--- config.mk ---
export PLATFORM = sky130hd
export DESIGN_NAME = aes_host_sequencer
export DESIGN_NICKNAME = d
export VERILOG_FILES = /design/src/rtl/aes_seq_pkg.sv /design/src/rtl/aes_host_sequencer.sv
export SDC_FILE = /design/constraint.sdc
export NUM_CORES = 1
export LEC_CHECK = 0
export BUFFER_PORTS_ARGS = -buffer_cell sky130_fd_sc_hd__clkbuf_2
export CAP_MARGIN = 20
export CORE_AREA = 2 2 303 305
export DETAILED_ROUTE_END_ITERATION = 10
export DIE_AREA = 0 0 305 307
export PLACE_DENSITY = 0.37
export SLEW_MARGIN = 20
export SYNTH_ARGS = -nofsm -noshare
export SYNTH_HDL_FRONTEND = slang
export SYNTH_SLANG_ARGS = --single-unit
export TNS_END_PERCENT = 100
--- constraint.sdc ---
create_clock -name clk -period 2.7 [get_ports clk]
set_input_delay 0.27 -clock clk [delete_from_list [all_inputs] [get_ports clk]]
set_output_delay 0.27 -clock clk [all_outputs]
set_load 0.005 [all_outputs]
--- src/rtl/aes_seq_pkg.sv ---
// Shared definitions for the AES host sequencer: state encoding and the default
// RUN-phase timeout derived from the core's S-box pipeline depth.
package aes_seq_pkg;

    typedef enum logic [2:0] {
        S_IDLE = 3'd0,
        S_LOAD = 3'd1,
        S_RUN  = 3'd2,
        S_OUT  = 3'd3,
        S_ERR  = 3'd4
    } state_t;

    // Ten rounds of S-box latency plus slack for key expansion and output muxing.
    function automatic int default_timeout(input int sbox_latency);
        return 10 * sbox_latency + 8;
    endfunction

endpackage

--- src/rtl/aes_host_sequencer.sv ---
// Host-side sequencer for an iterative AES core: accepts one job, pulses the core
// start, waits for core_done with a timeout, and returns the result over a handshake.
module aes_host_sequencer
    import aes_seq_pkg::*;
#(
    parameter int SBOX_LATENCY = 5,
    parameter int DATA_W       = 128,
    parameter int TIMEOUT      = default_timeout(SBOX_LATENCY)
) (
    input  logic              clk,
    input  logic              rst,
    input  logic              in_valid,
    output logic              in_ready,
    input  logic              in_dec,
    input  logic [DATA_W-1:0] in_data,
    input  logic [DATA_W-1:0] in_key,
    output logic              core_rst,
    output logic              core_dec,
    output logic [DATA_W-1:0] core_data,
    output logic [DATA_W-1:0] core_key,
    input  logic              core_done,
    input  logic [DATA_W-1:0] core_result,
    output logic              out_valid,
    input  logic              out_ready,
    output logic [DATA_W-1:0] out_data,
    output logic              out_dec,
    output logic              busy,
    output logic              error,
    output state_t            dbg_state
);

    // Handshakes: a transfer happens on a rising edge where valid & ready are both 1.
    // in_ready depends only on state; out_valid/out_data/out_dec hold until out_ready.

    localparam int CNT_W = $clog2(TIMEOUT + 1);
    localparam logic [CNT_W-1:0] CNT_LAST = CNT_W'(TIMEOUT - 1);
    localparam logic [CNT_W-1:0] CNT_MAX  = CNT_W'(TIMEOUT);

    state_t           state;
    logic [CNT_W-1:0] cnt;

    always_ff @(posedge clk) begin
        if (rst) begin
            state     <= S_IDLE;
            cnt       <= '0;
            core_rst  <= 1'b1;
            core_dec  <= 1'b0;
            core_data <= '0;
            core_key  <= '0;
            out_dec   <= 1'b0;
            out_data  <= '0;
        end else begin
            case (state)
                S_IDLE: begin
                    core_rst <= 1'b0;
                    if (in_valid) begin
                        core_dec  <= in_dec;
                        core_data <= in_data;
                        core_key  <= in_key;
                        core_rst  <= 1'b1;
                        state     <= S_LOAD;
                    end
                end
                // core_done is deliberately not looked at here: it may be left over.
                S_LOAD: begin
                    core_rst <= 1'b0;
                    cnt      <= '0;
                    state    <= S_RUN;
                end
                S_RUN: begin
                    if (core_done) begin
                        out_data <= core_result;
                        out_dec  <= core_dec;
                        state    <= S_OUT;
                    end else begin
                        if (cnt == CNT_LAST) begin
                            state <= S_ERR;
                        end
                        if (cnt != CNT_MAX) begin
                            cnt <= cnt + 1'b1;
                        end
                    end
                end
                S_OUT: begin
                    if (out_ready) begin
                        state <= S_IDLE;
                    end
                end
                S_ERR: begin
                    state <= S_ERR;
                end
                default: begin
                    state <= S_IDLE;
                end
            endcase
        end
    end

    assign in_ready  = (state == S_IDLE);
    assign out_valid = (state == S_OUT);
    assign busy      = (state != S_IDLE);
    assign error     = (state == S_ERR);
    assign dbg_state = state;

endmodule
* Yosys cells after proc, flatten, opt, wreduce, memory -nomap -nowiden
Cells that the tools add are included.
** Storage, ports and cells
- Register bits after elaboration :: 396
- Input port bits :: 390
- Output and inout bits :: 394
- Logic and storage cells :: 38
** Operators by class
- $add $sub $neg :: 1
- Reductions and logical operators :: 8
- Equal/unequal tests :: 11
- Mux-type cells :: 10
** Operators by type and width (number)
- $pmux W3 S5 :: 1
- $mux W3 :: 4
- $mux W6 :: 2
- $pmux W6 S2 :: 1
- $add A6 B1 Y6 const B :: 1
- $eq A3 B2 Y1 const B :: 2
- $eq A6 B6 Y1 const B :: 1
- $ne A2 B2 Y1 const B :: 3
- $ne A6 B6 Y1 const B :: 1
- $reduce_and A3 Y1 :: 2
- $reduce_and A2 Y1 :: 2
- $reduce_bool A2 Y1 :: 2
- $eq A3 B1 Y1 const B :: 1
- $eq A3 B3 Y1 const B :: 1
- $logic_not A3 Y1 :: 1
- $ne A3 B3 Y1 const B :: 1
- $reduce_bool A3 Y1 :: 1
- $ne A2 B1 Y1 const B :: 1
- $pmux W1 S2 :: 1
- $mux W1 :: 1

* Longest topological paths before layout
Gate-level depths: netlist of run 1.
- Depth after elaboration :: 4
- Mapped depth :: 7
- Gate-level depth less buffers :: 6

* Worst setup path before layout of run 1
OpenSTA, ideal clock, no wires.
- Path kind :: register to register
- Start :: register cnt[0]
- End :: register cnt[1]
- Required time :: 2.630 ns
- Clock period less this slack :: 1.837 ns
- Arrival :: 1.766 ns
- Path buffers :: 0
- Stages on the path, launching flop included :: 7
- Slack :: 0.863 ns
- Library setup time :: 0.070 ns
- Path through :: dfxtp_1 inv_1 ha_1 or4b_1 o211a_1 or4_1 a21oi_1
** Between the ends
- Longest elaborated chain between the ends :: 4
- Elaborated cells on any way between the ends :: 7
- Classes of those cells :: add/sub: 1; eq/ne: 2; mux: 3; reduce/logical: 1
** RTL lines
- start, declared :: line aes_host_sequencer.sv:40 : logic [CNT_W-1:0] cnt;
- start signal, assigned :: line aes_host_sequencer.sv:80 : cnt <= cnt + 1'b1;
- $add A6 B1 Y6 :: line aes_host_sequencer.sv:80
- $mux W6 :: line aes_host_sequencer.sv:79 : if (cnt != CNT_MAX) begin
- $mux W6 :: line aes_host_sequencer.sv:71 : if (core_done) begin
- $pmux W6 S2 :: line aes_host_sequencer.sv:53 : case (state)
Several ways; a longest one is shown, not always the timed one. The select of a mux whose other input is x is not followed.
A chain may end at the register's enable or synchronous reset.

* Worst setup path in the final report of run 1
- Start :: register state[2] (netlist: dbg_state[2])
- End :: output port error
** Between the ends
- Longest elaborated chain between the ends :: 1
** RTL lines
- start, declared :: line aes_host_sequencer.sv:39 : state_t state;
- start signal, assigned :: line aes_host_sequencer.sv:44 : state <= S_IDLE;
- start signal, assigned :: line aes_host_sequencer.sv:61 : state <= S_LOAD;
- start signal, assigned :: line aes_host_sequencer.sv:68 : state <= S_RUN;
- $eq A3 B3 Y1 :: line aes_host_sequencer.sv:102 : assign error = (state == S_ERR);
- end, declared :: line aes_host_sequencer.sv:28 : output logic error,
No other way between the ends.

==> impl_metrics.sql, run 1 <==
INSERT INTO impl_metrics (metric_group, metric, value, unit) VALUES
('critical_path', 'cp_data_arrival_time', '1.93', 'ns'),
('drt', 'ant_nets', '0', ''),
('grt', 'antenna_found_initial', '3', ''),
('grt', 'first_pass_grt_wire_length', '95.7', 'mm'),
('yosys', 'synth_fp_nets', '2140', ''),
('yosys', 'yosys.area.top_type', 'sky130_fd_sc_hd__dfxtp_1', ''),
('floorplanning', 'die-height', '307', 'um'),
('timing', 'rsz0062_at_grt', 'false', ''),
('yosys', 'synth.ff_latch_count', '396', ''),
('clock_network', 'cts_buffers', '50', ''),
('power_and_ir_drop', 'pwr-share-comb', '0.146', ''),
('worst_hold_path', 'hold_path.class', 'primary input to flop', ''),
('yosys', 'synth_largest_type_area_fraction', '0.578', ''),
('critical_path', 'critPathTopFamily', 'buffers and inverters', ''),
('timing', 'finalMaxSlewViolations', '0', ''),
('placement', 'placedInstanceArea', '19100', 'um^2'),
('power_and_ir_drop', 'net-switching-power', '4.05', 'mW'),
('critical_path', 'path_buf_inv', '4', ''),
('timing', 'post-route-min-period', '2.20', 'ns'),
('drt', 'drt-total-wl', '63.5', 'mm'),
('final_layout', 'nets', '3276', ''),
('floorplanning', 'chipWidth', '305', 'um'),
('yosys', 'ys.flop_type', 'sky130_fd_sc_hd__dfxtp_1', ''),
('power_and_ir_drop', 'power.clock.fraction', '0.438', ''),
('timing', 'worstMarginPinSlew', '0.634', 'ns'),
('timing', 'final.period_utilization', '0.814', ''),
('critical_path', 'timing.critical_path.fanout_max', '8', ''),
('critical_path', 'timing.critical_path.slowest_cell_delay', '0.46', 'ns'),
('drt', 'firstDrtPassIters', '4', ''),
('final_layout', 'post_route_cells_drive_above_1_share', '0.312', ''),
('timing', 'timing.slew.headroom', '0.577', ''),
('floorplanning', 'initial_utilization', '0.151', ''),
('outcome', 'outcome', 'complete, no violations', ''),
('yosys', 'synth.yosys.seq_area_share', '0.578', ''),
('critical_path', 'worstSetupStartpointType', 'flop', ''),
('timing', 'timing.final.hold_violations', '0', ''),
('power_and_ir_drop', 'switching_share', '0.264', ''),
('yosys', 'cells_taking_the_most_area_after_synthesis', 'sky130_fd_sc_hd__dfxtp_1 (58%), sky130_fd_sc_hd__nand2_1 (21%), sky130_fd_sc_hd__a21oi_1 (14%)', ''),
('yosys', 'synth_warnings', '0', ''),
('critical_path', 'worstPathCellList', 'buf_4 > inv_1 > nor3_1 > buf_4 > clkbuf_2', ''),
('final_layout', 'area_delta_synth_final', '79.0', '%'),
('grt', 'grt_start_max_net_pins', '84', ''),
('final_layout', 'utilization', '0.271', ''),
('yosys', 'synth_top_cells_by_count', 'sky130_fd_sc_hd__nand2_1 (777), sky130_fd_sc_hd__dfxtp_1 (396), sky130_fd_sc_hd__a21oi_1 (389), sky130_fd_sc_hd__clkbuf_1 (85), sky130_fd_sc_hd__buf_2 (41)', ''),
('critical_path', 'crit_path_end_kind', 'primary output', ''),
('drt', 'via_per_inst', '3.84', ''),
('clock_network', 'cts_setup_buffers', '0', ''),
('timing', 'finalSetupViolCount', '0', ''),
('drt', 'first_iter_violations', '770', ''),
('power_and_ir_drop', 'p_int', '11.3', 'mW'),
('timing', 'hold_ws', '0.152', 'ns'),
('floorplanning', 'std_cell_rows', '111', ''),
('power_and_ir_drop', 'vdd.ir_drop.worst', '442', 'uV'),
('clock_network', 'worst_setup_hold_path_clk_slew', '0.05', 'ns'),
('clock_network', 'count_of_cells_resized_by_post_cts_repair', '0', ''),
('floorplanning', 'core_area', '90700', 'um^2'),
('timing', 'totalNegativeSetupSlack', '0', 'ns'),
('yosys', 'yosysMostFrequentCell', 'sky130_fd_sc_hd__nand2_1', ''),
('floorplanning', 'dieArea', '93600', 'um^2'),
('final_layout', 'area.sequential', '7930', 'um^2'),
('placement', 'dp_hpwl', '45.9', 'mm'),
('clock_network', 'clkLatencyLatePin', '0.62', 'ns'),
('floorplanning', 'design.portCount', '784', ''),
('clock_network', 'cts_sinks', '396', ''),
('timing', 'fmax', '0.455', 'GHz'),
('power_and_ir_drop', 'power_dens_cells', '623', 'nW/um^2'),
('power_and_ir_drop', 'seq_power_share', '0.416', ''),
('placement', 'portBuffers', '783', ''),
('yosys', 'synth.avg_cell_area', '7.85', 'um^2'),
('drt', 'num_vias', '15744', ''),
('timing', 'timing.clock.skew', '0.0154', 'ns');
==> sequential cells by signal, indices dropped and copies added (netlist names) <==
signal,cells
out_data,128
core_key,128
core_rst,1
cnt,6
out_dec,1
dbg_state,3
core_data,128
core_dec,1
==> per-stage QoR <==
stage | instances | setup WS, ns | power [mW]
5_1_grt | 4103 | 0.276 | 16.1
4_1_cts | 4102 | 0.353 | 15.7
3_3_place_gp | 3631 | 0.639 | 8.32
2_1_floorplan | 1747 | 0.863 | 7.24
6_report | 4103 | 0.501 | 15.3
3_5_place_dp | 3631 | 0.605 | 8.31
==> final cells by class <==
class | instances | area share
sequential | 396 | 0.323
tap | 1186 | 0.0604
clock buffer | 75 | 0.0593
inverter | 6 | 0.000917
antenna | 1 | 0.000102
clock inverter | 10 | 0.00606
timing repair buffer | 1216 | 0.337
multi-input combinational | 1213 | 0.214
==> cells by family after synthesis <==
logic type | Yosys count | synth area share
multiplexers | 2 | 0.00155
AND/OR/NAND/NOR | 806 | 0.226
buffers and inverters | 138 | 0.0420
AO/OA/AOI/OAI | 402 | 0.150
flip-flops | 396 | 0.578
adder cells (fa/ha/maj) | 3 | 0.00274
==> path summary, 6_finish.rpt <==
kind                      start       endpoint  slack, ns  cells past startpoint
setup / recovery   dbg_state[2]          error       0.50                      5
hold / removal              rst   core_key[37]       0.15                      2
setup reg to reg         cnt[0]         cnt[5]       0.62                      6
hold reg to reg   core_data[72]  core_data[72]       0.45                      2
==> power groups by stage <==
stage / clock network [mW] / logic, mW / registers, mW
floorplan: 0 / 0.743 / 6.50
global placement: 0 / 1.82 / 6.50
detailed placement: 0 / 1.81 / 6.50
CTS: 7.01 / 2.28 / 6.38
global route: 7.23 / 2.48 / 6.41
finish: 6.70 / 2.23 / 6.37
==> per-layer routing <==
metal  GRT usage  share of wire  routed length (um)  vias to the layer above
li1            -              -                   -                     7903
met3      0.0483          0.084                5330                      124
met4      0.0566          0.040                2550                        2
met2       0.222           0.48               30200                      568
met1       0.144           0.40               25400                     7147
met5           0        0.00030                  19                        -
==> layout by cell type, fill, tap and decap left out, types with 2 or more instances in the layout <==
cell | netlist | routed
sky130_fd_sc_hd__ha_1 | 3 | 3
sky130_fd_sc_hd__dlygate4sd3_1 | 0 | 386
sky130_fd_sc_hd__clkinv_2 | 0 | 2
sky130_fd_sc_hd__bufinv_16 | 0 | 3
sky130_fd_sc_hd__dfxtp_1 | 396 | 396
sky130_fd_sc_hd__inv_6 | 0 | 2
sky130_fd_sc_hd__inv_1 | 6 | 6
sky130_fd_sc_hd__clkbuf_2 | 0 | 782
sky130_fd_sc_hd__nand3_1 | 4 | 3
sky130_fd_sc_hd__a21oi_1 | 389 | 389
sky130_fd_sc_hd__nand2_1 | 777 | 776
sky130_fd_sc_hd__nor2_1 | 4 | 4
sky130_fd_sc_hd__a31oi_1 | 2 | 2
sky130_fd_sc_hd__buf_4 | 0 | 37
sky130_fd_sc_hd__buf_12 | 0 | 10
sky130_fd_sc_hd__nor3_1 | 3 | 3
sky130_fd_sc_hd__o21ai_0 | 5 | 5
sky130_fd_sc_hd__and3_1 | 3 | 3
sky130_fd_sc_hd__clkinvlp_4 | 0 | 2
sky130_fd_sc_hd__clkbuf_16 | 0 | 50
sky130_fd_sc_hd__nand3b_1 | 3 | 3
sky130_fd_sc_hd__clkbuf_8 | 0 | 11
sky130_fd_sc_hd__clkbuf_1 | 85 | 14
(Power assumes the default switching activity.)
==> run 2, diff against run 1 <==
--- a/config.mk
+++ b/config.mk
@@ -5,12 +5,13 @@
 export SDC_FILE = /design/constraint.sdc
 export NUM_CORES = 1
 export LEC_CHECK = 0
+export ABC_AREA = 1
 export BUFFER_PORTS_ARGS = -buffer_cell sky130_fd_sc_hd__clkbuf_2
 export CAP_MARGIN = 20
-export CORE_AREA = 2 2 303 305
+export CORE_AREA = 2 2 309 311
 export DETAILED_ROUTE_END_ITERATION = 10
-export DIE_AREA = 0 0 305 307
-export PLACE_DENSITY = 0.37
+export DIE_AREA = 0 0 311 313
+export PLACE_DENSITY = 0.38
 export SLEW_MARGIN = 20
 export SYNTH_ARGS = -nofsm -noshare
 export SYNTH_HDL_FRONTEND = slang
==> constraint.sdc (replaced) <==
create_clock -name clk -period 1.95 [get_ports clk]
set_input_delay 0.195 -clock clk [delete_from_list [all_inputs] [get_ports clk]]
set_output_delay 0.195 -clock clk [all_outputs]
set_load 0.005 [all_outputs]
==> run 2 against run 1 <==
Sequential share of layout area is 1.7 points lower. Routed wire length up 7.2%. Clock-buffer cell count is 2 lower. Sequential power increased by 60%. Clock skew about the same. Design area rose by 5.7%. Critical path type unchanged. Critical endpoint is now in_ready. Highest routed layer unchanged.
==> impl_metrics.sql, run 2 <==
INSERT INTO impl_metrics (metric_group, metric, value, unit) VALUES
('outcome', 'outcome', 'complete, no violations', ''),
('clock_network', 'ctsLongestPathBuffers', '3', ''),
('yosys', 'cells_taking_the_most_area_after_synthesis', 'sky130_fd_sc_hd__dfxtp_1 (55%), sky130_fd_sc_hd__nand3_1 (14%), sky130_fd_sc_hd__a21oi_1 (14%)', ''),
('critical_path', 'r2r_setup_slk', '0.21', 'ns'),
('drt', 'drt-total-wl', '68.1', 'mm'),
('drt', 'wl_per_cell', '16.0', 'um'),
('yosys', 'synth_top_cells_by_count', 'sky130_fd_sc_hd__nand2_1 (416), sky130_fd_sc_hd__nand3_1 (401), sky130_fd_sc_hd__dfxtp_1 (396), sky130_fd_sc_hd__a21oi_1 (392), sky130_fd_sc_hd__clkbuf_1 (91)', ''),
('yosys', 'post_synth_mux_area_share', '0', ''),
('yosys', 'yosys.area_share.simple', '0.255', ''),
('drt', 'first_iter_violations', '954', ''),
('power_and_ir_drop', 'total_power', '30.0', 'mW'),
('yosys', 'yosys.area.top_type', 'sky130_fd_sc_hd__dfxtp_1', ''),
('timing', 'fmax', '0.554', 'GHz'),
('final_layout', 'post_route_cells_drive_above_1_share', '0.320', ''),
('drt', 'via_per_inst', '3.95', ''),
('yosys', 'synth-xor-area-share', '0', ''),
('final_layout', 'nets', '3351', ''),
('yosys', 'synth.ff_latch_count', '396', ''),
('clock_network', 'cts_buffers', '50', ''),
('final_layout', 'top_regs', 'core_data: 128 flops, core_key: 128 flops, out_data: 128 flops', ''),
('floorplanning', 'std_cell_rows', '113', ''),
('grt', 'global_route.overflow_total', '0', ''),
('yosys', 'yosys.area_share.adder', '0.00260', ''),
('drt', 'firstDrtPassIters', '5', ''),
('yosys', 'synth.yosys.seq_area_share', '0.549', ''),
('critical_path', 'crit_path_end_kind', 'primary output', ''),
('critical_path', 'critPathTopFamily', 'buffers and inverters', ''),
('final_layout', 'utilization', '0.276', ''),
('job', 'max_capacitance_violation_count', '0', ''),
('final_layout', 'mostFrequentLayoutCell', 'sky130_fd_sc_hd__clkbuf_2', ''),
('yosys', 'synth_warnings', '0', ''),
('power_and_ir_drop', 'power_dens_cells', '1160', 'nW/um^2'),
('critical_path', 'worst-r2r-cell-count', '9', ''),
('power_and_ir_drop', 'vdd.ir_drop.worst', '668', 'uV'),
('worst_hold_path', 'worstHoldStart', 'core_result[43]', ''),
('critical_path', 'path_buf_inv', '4', ''),
('critical_path', 'rr_startpoint', 'dbg_state[0]', ''),
('timing', 'finalMaxSlewViolations', '0', ''),
('yosys', 'synth_area', '14500', 'um^2'),
('floorplanning', 'die-height', '313', 'um'),
('timing', 'final.period_utilization', '0.926', ''),
('timing', 'timing.slew.headroom', '0.634', ''),
('final_layout', 'stdcell_count', '4262', ''),
('clock_network', 'cts_sinks', '396', ''),
('drt', 'ant_nets', '0', ''),
('floorplanning', 'design.portCount', '784', ''),
('floorplanning', 'core_area', '94200', 'um^2'),
('grt', 'first_pass_grt_wire_length', '101', 'mm'),
('yosys', 'synth_fp_nets', '2214', ''),
('timing', 'rsz0062_at_grt', 'false', ''),
('timing', 'timing.final.hold_violations', '0', ''),
('timing', 'finalSetupViolCount', '0', ''),
('power_and_ir_drop', 'p_leak', '11.1', 'nW'),
('critical_path', 'timing.critical_path.slowest_cell_delay', '0.33', 'ns'),
('worst_hold_path', 'worstHoldPathCells', '3', ''),
('timing', 'worstMarginPinSlew', '0.550', 'ns'),
('placement', 'dp_slack', '0.217', 'ns'),
('critical_path', 'worst_path_max_delay_cell', 'sky130_fd_sc_hd__dfxtp_2', ''),
('critical_path', 'timing_worst_setup_path_type', 'flop to primary output', ''),
('yosys', 'ys.flop_type', 'sky130_fd_sc_hd__dfxtp_1', ''),
('yosys', 'yosysUniqueCellTypes', '21', ''),
('floorplanning', 'dieArea', '97300', 'um^2'),
('yosys', 'yosysMostFrequentCell', 'sky130_fd_sc_hd__nand2_1', ''),
('grt', 'antenna_found_initial', '2', ''),
('clock_network', 'clkLatencyLatePin', '0.60', 'ns'),
('timing', 'totalNegativeSetupSlack', '0', 'ns'),
('timing', 'worst_slack', '0.143', 'ns'),
('grt', 'track_usage', '0.131', ''),
('placement', 'instance_count_after_placement_with_tap_cells_included', '3770', ''),
('yosys', 'synth_largest_type_area_fraction', '0.549', ''),
('clock_network', 'root_buffer', 'sky130_fd_sc_hd__clkbuf_16', ''),
('yosys', 'synth_compound_area_frac', '0.137', ''),
('final_layout', 'filler_cell_count', '10364', ''),
('final_layout', 'final_cell_mix', 'sky130_fd_sc_hd__clkbuf_2 (780), sky130_fd_sc_hd__nand2_1 (416), sky130_fd_sc_hd__nand3_1 (401), sky130_fd_sc_hd__dfxtp_1 (395), sky130_fd_sc_hd__a21oi_1 (392)', ''),
('critical_path', 'timing.critical_path.fanout_max', '17', ''),
('timing', 'timing.clock.skew', '0.0151', 'ns'),
('placement', 'dp_hpwl', '46.8', 'mm'),
('worst_hold_path', 'hold_end', 'out_data[43]', ''),
('floorplanning', 'initial_utilization', '0.153', ''),
('placement', 'finalWeightedCongestion', '0.795', ''),
('clock_network', 'worst_setup_hold_path_clk_slew', '0.06', 'ns'),
('clock_network', 'cts_tree', 'yes', ''),
('yosys', 'synth_top_family_by_area', 'simple AND/OR/NAND/NOR gates', ''),
('yosys', 'synth_enable_flop_cells', '0', ''),
('critical_path', 'cp_data_required_time', '1.75', 'ns'),
('yosys', 'synthCells', '1821', ''),
('yosys', 'synth.avg_cell_area', '7.94', 'um^2'),
('placement', 'portBuffers', '783', ''),
('final_layout', 'area_delta_synth_final', '79.5', '%'),
('critical_path', 'worstSetupStartpointType', 'flop', ''),
('clock_network', 'htreeDepth', '2', ''),
('critical_path', 'r2r_end', 'core_key[74]', ''),
('yosys', 'asyncSetResetFlopFracSynth', '0', ''),
('critical_path', 'worstPathCellList', 'inv_2 > nand2_4 > nor2_4 > buf_12 > buf_8 > clkbuf_2', ''),
('grt', 'grt_start_max_net_pins', '99', ''),
('grt', 'first_global_vias', '17227', ''),
('drt', 'drc', '0', ''),
('critical_path', 'cp_data_arrival_time', '1.61', 'ns'),
('floorplanning', 'chipWidth', '311', 'um'),
('worst_hold_path', 'hold_path.class', 'primary input to flop', ''),
('drt', 'num_vias', '16836', ''),
('timing', 'post-route-min-period', '1.81', 'ns');
-- run 2: cell count changes after synthesis, sizes merged, moves of 3 or more --
| cell | delta |
|---|---|
| a21oi | +3 |
| nand3 | +397 |
| o21ai | -4 |
| buf | +35 |
| and3 | -4 |
| nand2 | -358 |
| clkbuf | +6 |
| nand3b | -3 |
| nor2 | +10 |
| inv | +8 |
-- run 2: cell type report --
class,instances,area [um^2],share of cell area
repair buffers,1257,8950,0.345
flip-flops and latches,396,7930,0.306
multi-input cells,1239,5740,0.221
well taps,1265,1580,0.0610
clock buffers,73,1480,0.0570
clock inverters,17,204,0.00786
inverters,14,52.6,0.00203
diodes,1,2.50,0.0000965
-- run 2: where the power goes --
| group | internal, mW | leakage [nW] | switching, mW |
|---|---|---|---|
| Sequential | 9.44 | 3.23 | 0.728 |
| Combinational | 4.48 | 7.09 | 5.81 |
| Clock | 5.77 | 0.824 | 3.82 |
-- run 2: cells by family (layout without fill, tap and decap cells) --
| family | count (synthesis) | count (layout) |
|---|---|---|
| adder cells (fa/ha/maj) | 3 | 3 |
| buffers and inverters | 187 | 1361 |
| flip-flops | 396 | 396 |
| other | 0 | 1 |
| AND/OR/NAND/NOR | 840 | 841 |
| AO/OA/AOI/OAI | 395 | 395 |
-- run 2: metrics by stage --
stage          hold slack, ns  area, um^2
2_1_floorplan           0.359       14500
3_3_place_gp            0.447       20200
3_5_place_dp            0.449       20200
4_1_cts                0.0159       25800
5_1_grt                0.0560       25900
6_report               0.0541       25900
-- run 2: worst reg2reg max path, delay by kind of cell (launching register included) --
kind,cells,cell delay [ns]
buffers and inverters,5,0.89
AO/OA/AOI/OAI,1,0.18
flip-flops,1,0.33
AND/OR/NAND/NOR,3,0.29
-- run 2: worst max path at each step --
stage / from / end / slack, ns / cells past startpoint
2_1_floorplan: dbg_state[1] / out_data[100] / 0.58 / 7
3_3_place_gp: dbg_state[1] / cnt[5] / 0.23 / 9
3_5_place_dp: dbg_state[1] / cnt[5] / 0.22 / 9
4_1_cts: dbg_state[0] / busy / 0.03 / 7
5_1_grt: dbg_state[0] / core_key[118] / 0.01 / 9
6_report: dbg_state[0] / in_ready / 0.14 / 6
-- run 2: what timing repair did --
action / 4_1_cts / 5_1_grt
setup buffers: 3 / 5
endpoints found under the hold margin: 385 / 0
resized for setup: 2 / 4
pin swaps: 0 / 0
endpoints found under the setup margin: 2 / 17
cloned: 2 / 2
hold buffers: 389 / 0
-- run 2: metal layers --
| layer | up-vias | global-route usage | wire length, um | share of wire |
|---|---|---|---|---|
| li1 | 8441 | - | - | - |
| met1 | 7729 | 0.150 | 27400 | 0.40 |
| met2 | 536 | 0.228 | 33900 | 0.50 |
| met3 | 128 | 0.0370 | 4210 | 0.062 |
| met4 | 2 | 0.0543 | 2550 | 0.038 |
| met5 | - | 0 | 7 | 0.00010 |
